--- src/rtl/jk_excitation_counter.sv ---
// Loadable up/down counter built from JK flip-flops.
// J/K drive is decoded from the wanted next state through the JK excitation table.
// A sticky self-check compares the JK characteristic result against that wanted state.
module jk_excitation_counter #(
    parameter int unsigned WIDTH = 4
) (
    input  logic             Clk,
    input  logic             rst,
    input  logic             en,
    input  logic             up,
    input  logic             load,
    input  logic [WIDTH-1:0] D,
    output logic [WIDTH-1:0] Q,
    output logic [WIDTH-1:0] J,
    output logic [WIDTH-1:0] K,
    output logic             tc,
    output logic             err
);

    localparam logic [WIDTH-1:0] ALL_ONES = '1;
    localparam logic [WIDTH-1:0] ONE      = WIDTH'(1);

    logic [WIDTH-1:0] next_state;
    logic [WIDTH-1:0] jk_next;
    logic             check_fail;

    // Wanted next state: load beats count, count beats hold
    always_comb begin
        next_state = Q;
        if (load) begin
            next_state = D;
        end else if (en) begin
            if (up) begin
                next_state = Q + ONE;
            end else begin
                next_state = Q - ONE;
            end
        end
    end

    // Excitation table with don't-cares resolved to 0, so J=K=1 never occurs
    always_comb begin
        J = ~Q & next_state;
        K = Q & ~next_state;
    end

    // JK characteristic equation; this is the only path into the state register
    always_comb begin
        jk_next    = (J & ~Q) | (~K & Q);
        check_fail = (jk_next != next_state);
    end

    // Terminal count flags the cycle whose edge wraps the counter
    always_comb begin
        tc = 1'b0;
        if (en && !load) begin
            tc = up ? (Q == ALL_ONES) : (Q == '0);
        end
    end

    // State register: one JK flip-flop per bit
    always_ff @(posedge Clk or negedge rst) begin
        if (!rst) begin
            Q <= '0;
        end else begin
            Q <= jk_next;
        end
    end

    // Sticky excitation-check failure; only reset clears it
    always_ff @(posedge Clk or negedge rst) begin
        if (!rst) begin
            err <= 1'b0;
        end else if (check_fail) begin
            err <= 1'b1;
        end
    end

endmodule

--- config.mk ---
export PLATFORM = sky130hd
export DESIGN_NAME = jk_excitation_counter
export DESIGN_NICKNAME = d
export VERILOG_FILES = /design/src/rtl/jk_excitation_counter.sv
export SDC_FILE = /design/constraint.sdc
export NUM_CORES = 1
export LEC_CHECK = 0
export ABC_AREA = 1
export CAP_MARGIN = 0
export CORE_AREA = 2 2 39 41
export DETAILED_ROUTE_END_ITERATION = 7
export DIE_AREA = 0 0 41 43
export DONT_BUFFER_PORTS = 1
export RECOVER_POWER = 25
export SLEW_MARGIN = 20
export SYNTH_ARGS = -nofsm -noshare
export SYNTH_HDL_FRONTEND = slang
export SYNTH_SLANG_ARGS = --single-unit
--- constraint.sdc ---
create_clock -name Clk -period 3 [get_ports Clk]
set_input_delay 0.3 -clock Clk [delete_from_list [all_inputs] [get_ports Clk]]
set_output_delay 0.3 -clock Clk [all_outputs]
set_load 0.02 [all_outputs]
==> results.toml, run 1 <==
[clock_tree]
clock_latency_ns = 0.24
htree_levels = 1
clk_pin_slew_ns = 0.04
cts_tree = "built"
cts_resized = 0
cts-root-buf = "clkbuf_4"
numCtsBuffers = 3
cts_max_path_buffers = 2
cts_sinks = 5

[yosys]
synth_simple_gate_area_share_pct = 29.64
synthMuxAreaShare_pct = 0
netlist_area_um2 = 417.9
synth_xor_xnor_area_share_pct = 4.192
ys_seq_area_share_pct = 29.94
syn_area_per_cell_um2 = 6.633
synth_fa_ha_area_share_pct = 10.78
yosysWarnings = 0
ys_types = 19
synth_compound_area_share_pct = 11.98
synth_top_family_by_area = "simple AND/OR/NAND/NOR gates"
synth_nets = 75
syn_inst = 63
synth-seq-cells = 5

[sta]
skew_ns = 0.0005152
fin_setup_tns_ns = 0
worst_pin_slew_ns = 0.6566
finalCritPeriodShare_pct = 80.73
finalHoldViolCount = 0
rsz0062_at_grt = "no"
clock.fmax_mhz = 412.9
setup_viol = 0
slew_viol_final = 0
period_needed_ns = 2.422
slew_headroom_pct = 55.89

[placement]
port_buffers = 0
dp_hpwl_um = 758.5
place_inst = 77
gp_congestion = 0.7321

[global_route]
grt_use_total_pct = 13.27
grt_pass1_vias = 386
grt-ovfl-total = 0
antenna_found_initial = 0
grt_pass1_wl_mm = 1.566
grt_max_degree = 9

[detailed_routing]
wire_per_inst_um = 10.61
drtPass1Iterations = 2
routed_wl_um = 870
drt_iter0_drc = 2
via_per_inst = 4.476
postRouteAntennaNets = 0
drc = 0
via_count = 367

[die]
die_x_um = 41
die_h_um = 43
coreArea_um2 = 1384
ios = 23
dieArea_um2 = 1763
num_rows = 14
start_util_pct = 30.20

[pwr]
leakagePower_nw = 0.2569
p_total_mw = 0.2597
peakVddDrop_mv = 0.2488
pwr_density_cell_nw_per_um2 = 561.0

[worst_setup_path]
cp.required_ns = 2.70
path_class = "flop to primary output"
rr_worst_depth = 6
critPathLaunchType = "flop"
cp-end-kind = "primary output"
critPathMaxFanout = 5
worstPathArrival_ns = 2.12

[final_layout]
mostFrequentLayoutCells = "nand2_1 (19), inv_1 (9), nor2_1 (8)"
layout_commonest_cell = "nand2_1"
finalNonFillerCells = 82
area_growth_pct = 10.78
n_fill_cell = 161
multi_input_area_um2 = 236.5
nNetsFinal = 79
fin_util_pct = 33.45
diodes = 0
drive_above_1_share_pct = 9.091
regArea_um2 = 125.1

[hold_path]
hold_depth = 2
hold_class = "primary input to flop"

[run]
cap_violations = 0

[outcome]
status = "finished clean"
[final cells by class]
class,instances,share of cell area (%)
multi-input combinational,44,51.08
sequential,5,27.03
inverter,12,9.730
clock buffer,4,5.676
tap,16,4.324
timing repair buffer,1,2.162
[kinds of logic after synthesis]
logic type                 Yosys count
DFF                                  5
adders and majority gates            3
and+or+nand+nor                     31
buffers and inverters               14
xor gates and xnor gates             2
AOI/OAI and AO/OA                    8
[routing by layer]
layer / global-route usage, % / up-vias / wire length (um)
li1: - / 199 / -
met1: 17.22 / 159 / 384
met2: 17.50 / 9 / 450
met3: 4.188 / 0 / 35
met4: 10.00 / 0 / 0
met5: 0 / - / 0
[through the flow]
| stage | cell area [um2] | hold slack (ns) | setup slack [ns] |
|---|---|---|---|
| final | 462.9 | 0.2377 | 0.5780 |
| after detailed placement | 426.7 | 0.004538 | 0.7941 |
| after floorplan | 417.9 | 0.004409 | 0.9503 |
| after CTS | 462.9 | 0.2322 | 0.5360 |
| after global placement | 426.7 | 0.004536 | 0.8146 |
| after global routing | 462.9 | 0.2623 | 0.3631 |
[final timing paths]
check | from | end | slack (ns)
setup / recovery | Q[0] | K[1] | 0.58
hold / removal | load | Q[2] | 0.24
setup reg to reg | Q[0] | Q[1] | 1.31
hold reg to reg | err | err | 0.51
max in group asynchronous | rst | Q[2] | 2.46
min in group asynchronous | rst | err | 0.35
[Yosys cell counts]
library cell	instances	area, um2
nand2_1	19	71.32
inv_1	9	33.78
nor2_1	8	30.03
dfrtp_1	5	125.1
a21oi_1	4	20.02
inv_2	3	11.26
a41oi_1	2	17.52
ha_1	2	25.02
and2_1	1	6.260
buf_4	1	7.510
clkbuf_1	1	3.750
fa_1	1	20.02
nand3_1	1	5.000
nor3_1	1	5.000
o211ai_1	1	7.510
o21ai_1	1	5.000
or2_1	1	6.260
xnor2_1	1	8.760
xor2_1	1	8.760
[critical path, stage by stage, from the launching register on]
cell and delay [ns]:
dfrtp_1 0.52, inv_1 0.17, fa_1 0.56, a21oi_1 0.06
o21ai_1 0.06, and2_1 0.17, inv_2 0.04, nor2_1 0.30
[timing repair]
item | CTS | global route
buffers inserted | 0 | 0
hold buffers | 1 | 0
endpoints found under the hold margin | 5 | 0
[sequential cells by signal, indices dropped and copies added (netlist names)]
name	cells
Q	4
err	1
[where the power goes]
part | switching (mW) | internal [mW]
logic | 0.0608 | 0.0286
registers | 0.0210 | 0.0746
clock network | 0.0246 | 0.0501
Power figures use the tool's default switching activity.
==> run 2: changes to the inputs <==
Clock period 3 ns to 2.05 ns, I/O delays scaled along.
==> run 2 against run 1 <==
Highest routed layer is now met4. Critical path type unchanged. Critical path depth grew 1. Final cell count up 16%. Global-route usage is 0.20 points higher. Count of clock-buffer cells in the layout unchanged. Critical endpoint is now K[2]. Clock power is 47% higher. Power up 74%. Register-to-register slack lost 0.79 ns. Largest cell class unchanged.
==> results.toml, run 2 (same netlist as run 1, synthesis figures left out) <==
[run]
cap_violations = 0

[detailed_routing]
wire_per_inst_um = 10.72
via_count = 429
postRouteAntennaNets = 0
routed_wl_mm = 1.018
via_per_inst = 4.516
drtPass1Iterations = 3
drt_iter0_drc = 1
drc = 0

[worst_setup_path]
critPathLaunchType = "flop"
cpPeakStageDelay_ns = 0.43
cp-end-kind = "primary output"
critPathMaxFanout = 4
worstPathArrival_ns = 1.77
cp_slowest_cell = "fa_1"
path_class = "flop to primary output"
path_cells = "inv_2, fa_1, xor2_1, nand2_1, o211ai_1, nand2_1, nor2_1, buf_4"
cpMostUsedCell = "nand2_1"
cp.required_ns = 1.85

[sta]
rsz0062_at_grt = "yes"
finalHoldViolCount = 0
postLayoutSetupSlackWorst_ns = 0.07839
slew_headroom_pct = 73.91
period_needed_ns = 1.972
slew_viol_final = 0
clock.fmax_mhz = 507.2
skew_ns = 0.0001812
finalCritPeriodShare_pct = 96.18
fin_setup_tns_ns = 0
worst_pin_slew_ns = 0.3899
setup_viol = 0

[global_route]
grt_pass1_vias = 387
grt-ovfl-total = 0
antenna_found_initial = 0
grt_max_degree = 9
grt_pass1_wl_mm = 1.580
grt_use_total_pct = 13.48

[hold_path]
hold_class = "primary input to flop"

[die]
dieArea_um2 = 1763
ios = 23
coreArea_um2 = 1384
die_x_um = 41
die_h_um = 43
start_util_pct = 30.20
num_rows = 14

[pwr]
comb_power_share_pct = 48.4
seqPwrFrac_pct = 27.2
pwr_density_cell_nw_per_um2 = 743.1
power.switching_mw = 0.1772
leakagePower_nw = 0.3238
p_int_mw = 0.2756
peakVddDrop_mv = 0.3986
swShare_pct = 39.13
p_clk_share_pct = 24.4

[final_layout]
nNetsFinal = 92
mostFrequentLayoutCells = "nand2_1 (15), buf_4 (11), inv_1 (8)"
area_growth_pct = 45.81
diodes = 0
finalNonFillerCells = 95
fin_util_pct = 44.03
reg_top3 = "Q: 4 flops, err: 1 flops"
top_register = "Q"
layout_commonest_cell = "nand2_1"
drive_above_1_share_pct = 35.44
largest_reg_flops = 4
final_area_um2 = 609.3

[clock_tree]
cts_tree = "built"
htree_levels = 1
clock_latency_ns = 0.24
cts_sinks = 5
clk_pin_slew_ns = 0.04
cts-root-buf = "clkbuf_4"
numCtsBuffers = 3
cts_max_path_buffers = 2

[placement]
place_inst = 87
place_ws_ns = 0.2995
dp_hpwl_um = 778.5
gp_congestion = 0.8094
port_buffers = 0
placed_cell_area_um2 = 501.7

[outcome]
status = "finished clean"
-- run 2: changes by cell type in the layout (fill, tap and decap cells not counted), moves of 2 or more --
cell / delta
nand2_2: +4
ha_1: -2
ha_4: +2
buf_6: +2
buf_4: +11
nand2_1: -4
-- run 2: per-layer routing --
metal  up-vias  GRT usage [%]  part of all wire [%]
met1       192          15.23                    40
met4         0          12.00                  0.79
li1        226              -                     -
met2         9          18.75                    55
met5         -              0                     0
met3         2          4.712                   4.4
-- run 2: final timing paths --
path	startpoint	endpoint	slack (ns)	depth (start not counted)
setup / recovery	Q[0]	K[2]	0.08	8
hold / removal	D[0]	Q[0]	0.17	2
setup reg to reg	Q[0]	Q[2]	0.52	7
hold reg to reg	err	err	0.52	0
max in group asynchronous	rst	Q[3]	1.61	1
min in group asynchronous	rst	Q[2]	0.25	1
-- run 2: area by class of cell --
cell class	instances	area [um2]
flip-flops and latches	5	125.1
inverters	12	45.04
multi-input cells	44	277.8
clock buffers	4	26.28
fillers	147	774.5
well taps	16	20.02
repair buffers	14	115.1
-- run 2: metrics by stage --
stage	power [mW]	hold slack, ns
final	0.4528	0.1722
after global placement	0.3053	-0.09046
after floorplan	0.2527	-0.09059
after CTS	0.4265	0.1368
after global routing	0.4911	0.1683
after detailed placement	0.3063	-0.09046
-- run 2: worst max-delay path: cells and delay by family, from the launching register on --
| kind | cells | cell delay [ns] |
|---|---|---|
| and+or+nand+nor | 3 | 0.28 |
| AOI/OAI and AO/OA | 1 | 0.10 |
| adders and majority gates | 1 | 0.43 |
| DFF | 1 | 0.36 |
| xor gates and xnor gates | 1 | 0.15 |
| buffers and inverters | 2 | 0.22 |
-- run 2: repair_timing --
action	CTS	global route
gates resized for setup	0	11
setup buffers	0	3
hold buffers	1	0
hold endpoints to repair	5	0
endpoints found under the setup margin	0	6
-- run 2: power groups by stage --
| stage | logic, mW | registers (mW) | clock network (mW) |
|---|---|---|---|
| final | 0.219 | 0.123 | 0.110 |
| after detailed placement | 0.184 | 0.122 | 0 |
| after global routing | 0.241 | 0.124 | 0.126 |
| after global placement | 0.183 | 0.122 | 0 |
| after floorplan | 0.116 | 0.137 | 0 |
| after CTS | 0.188 | 0.120 | 0.118 |
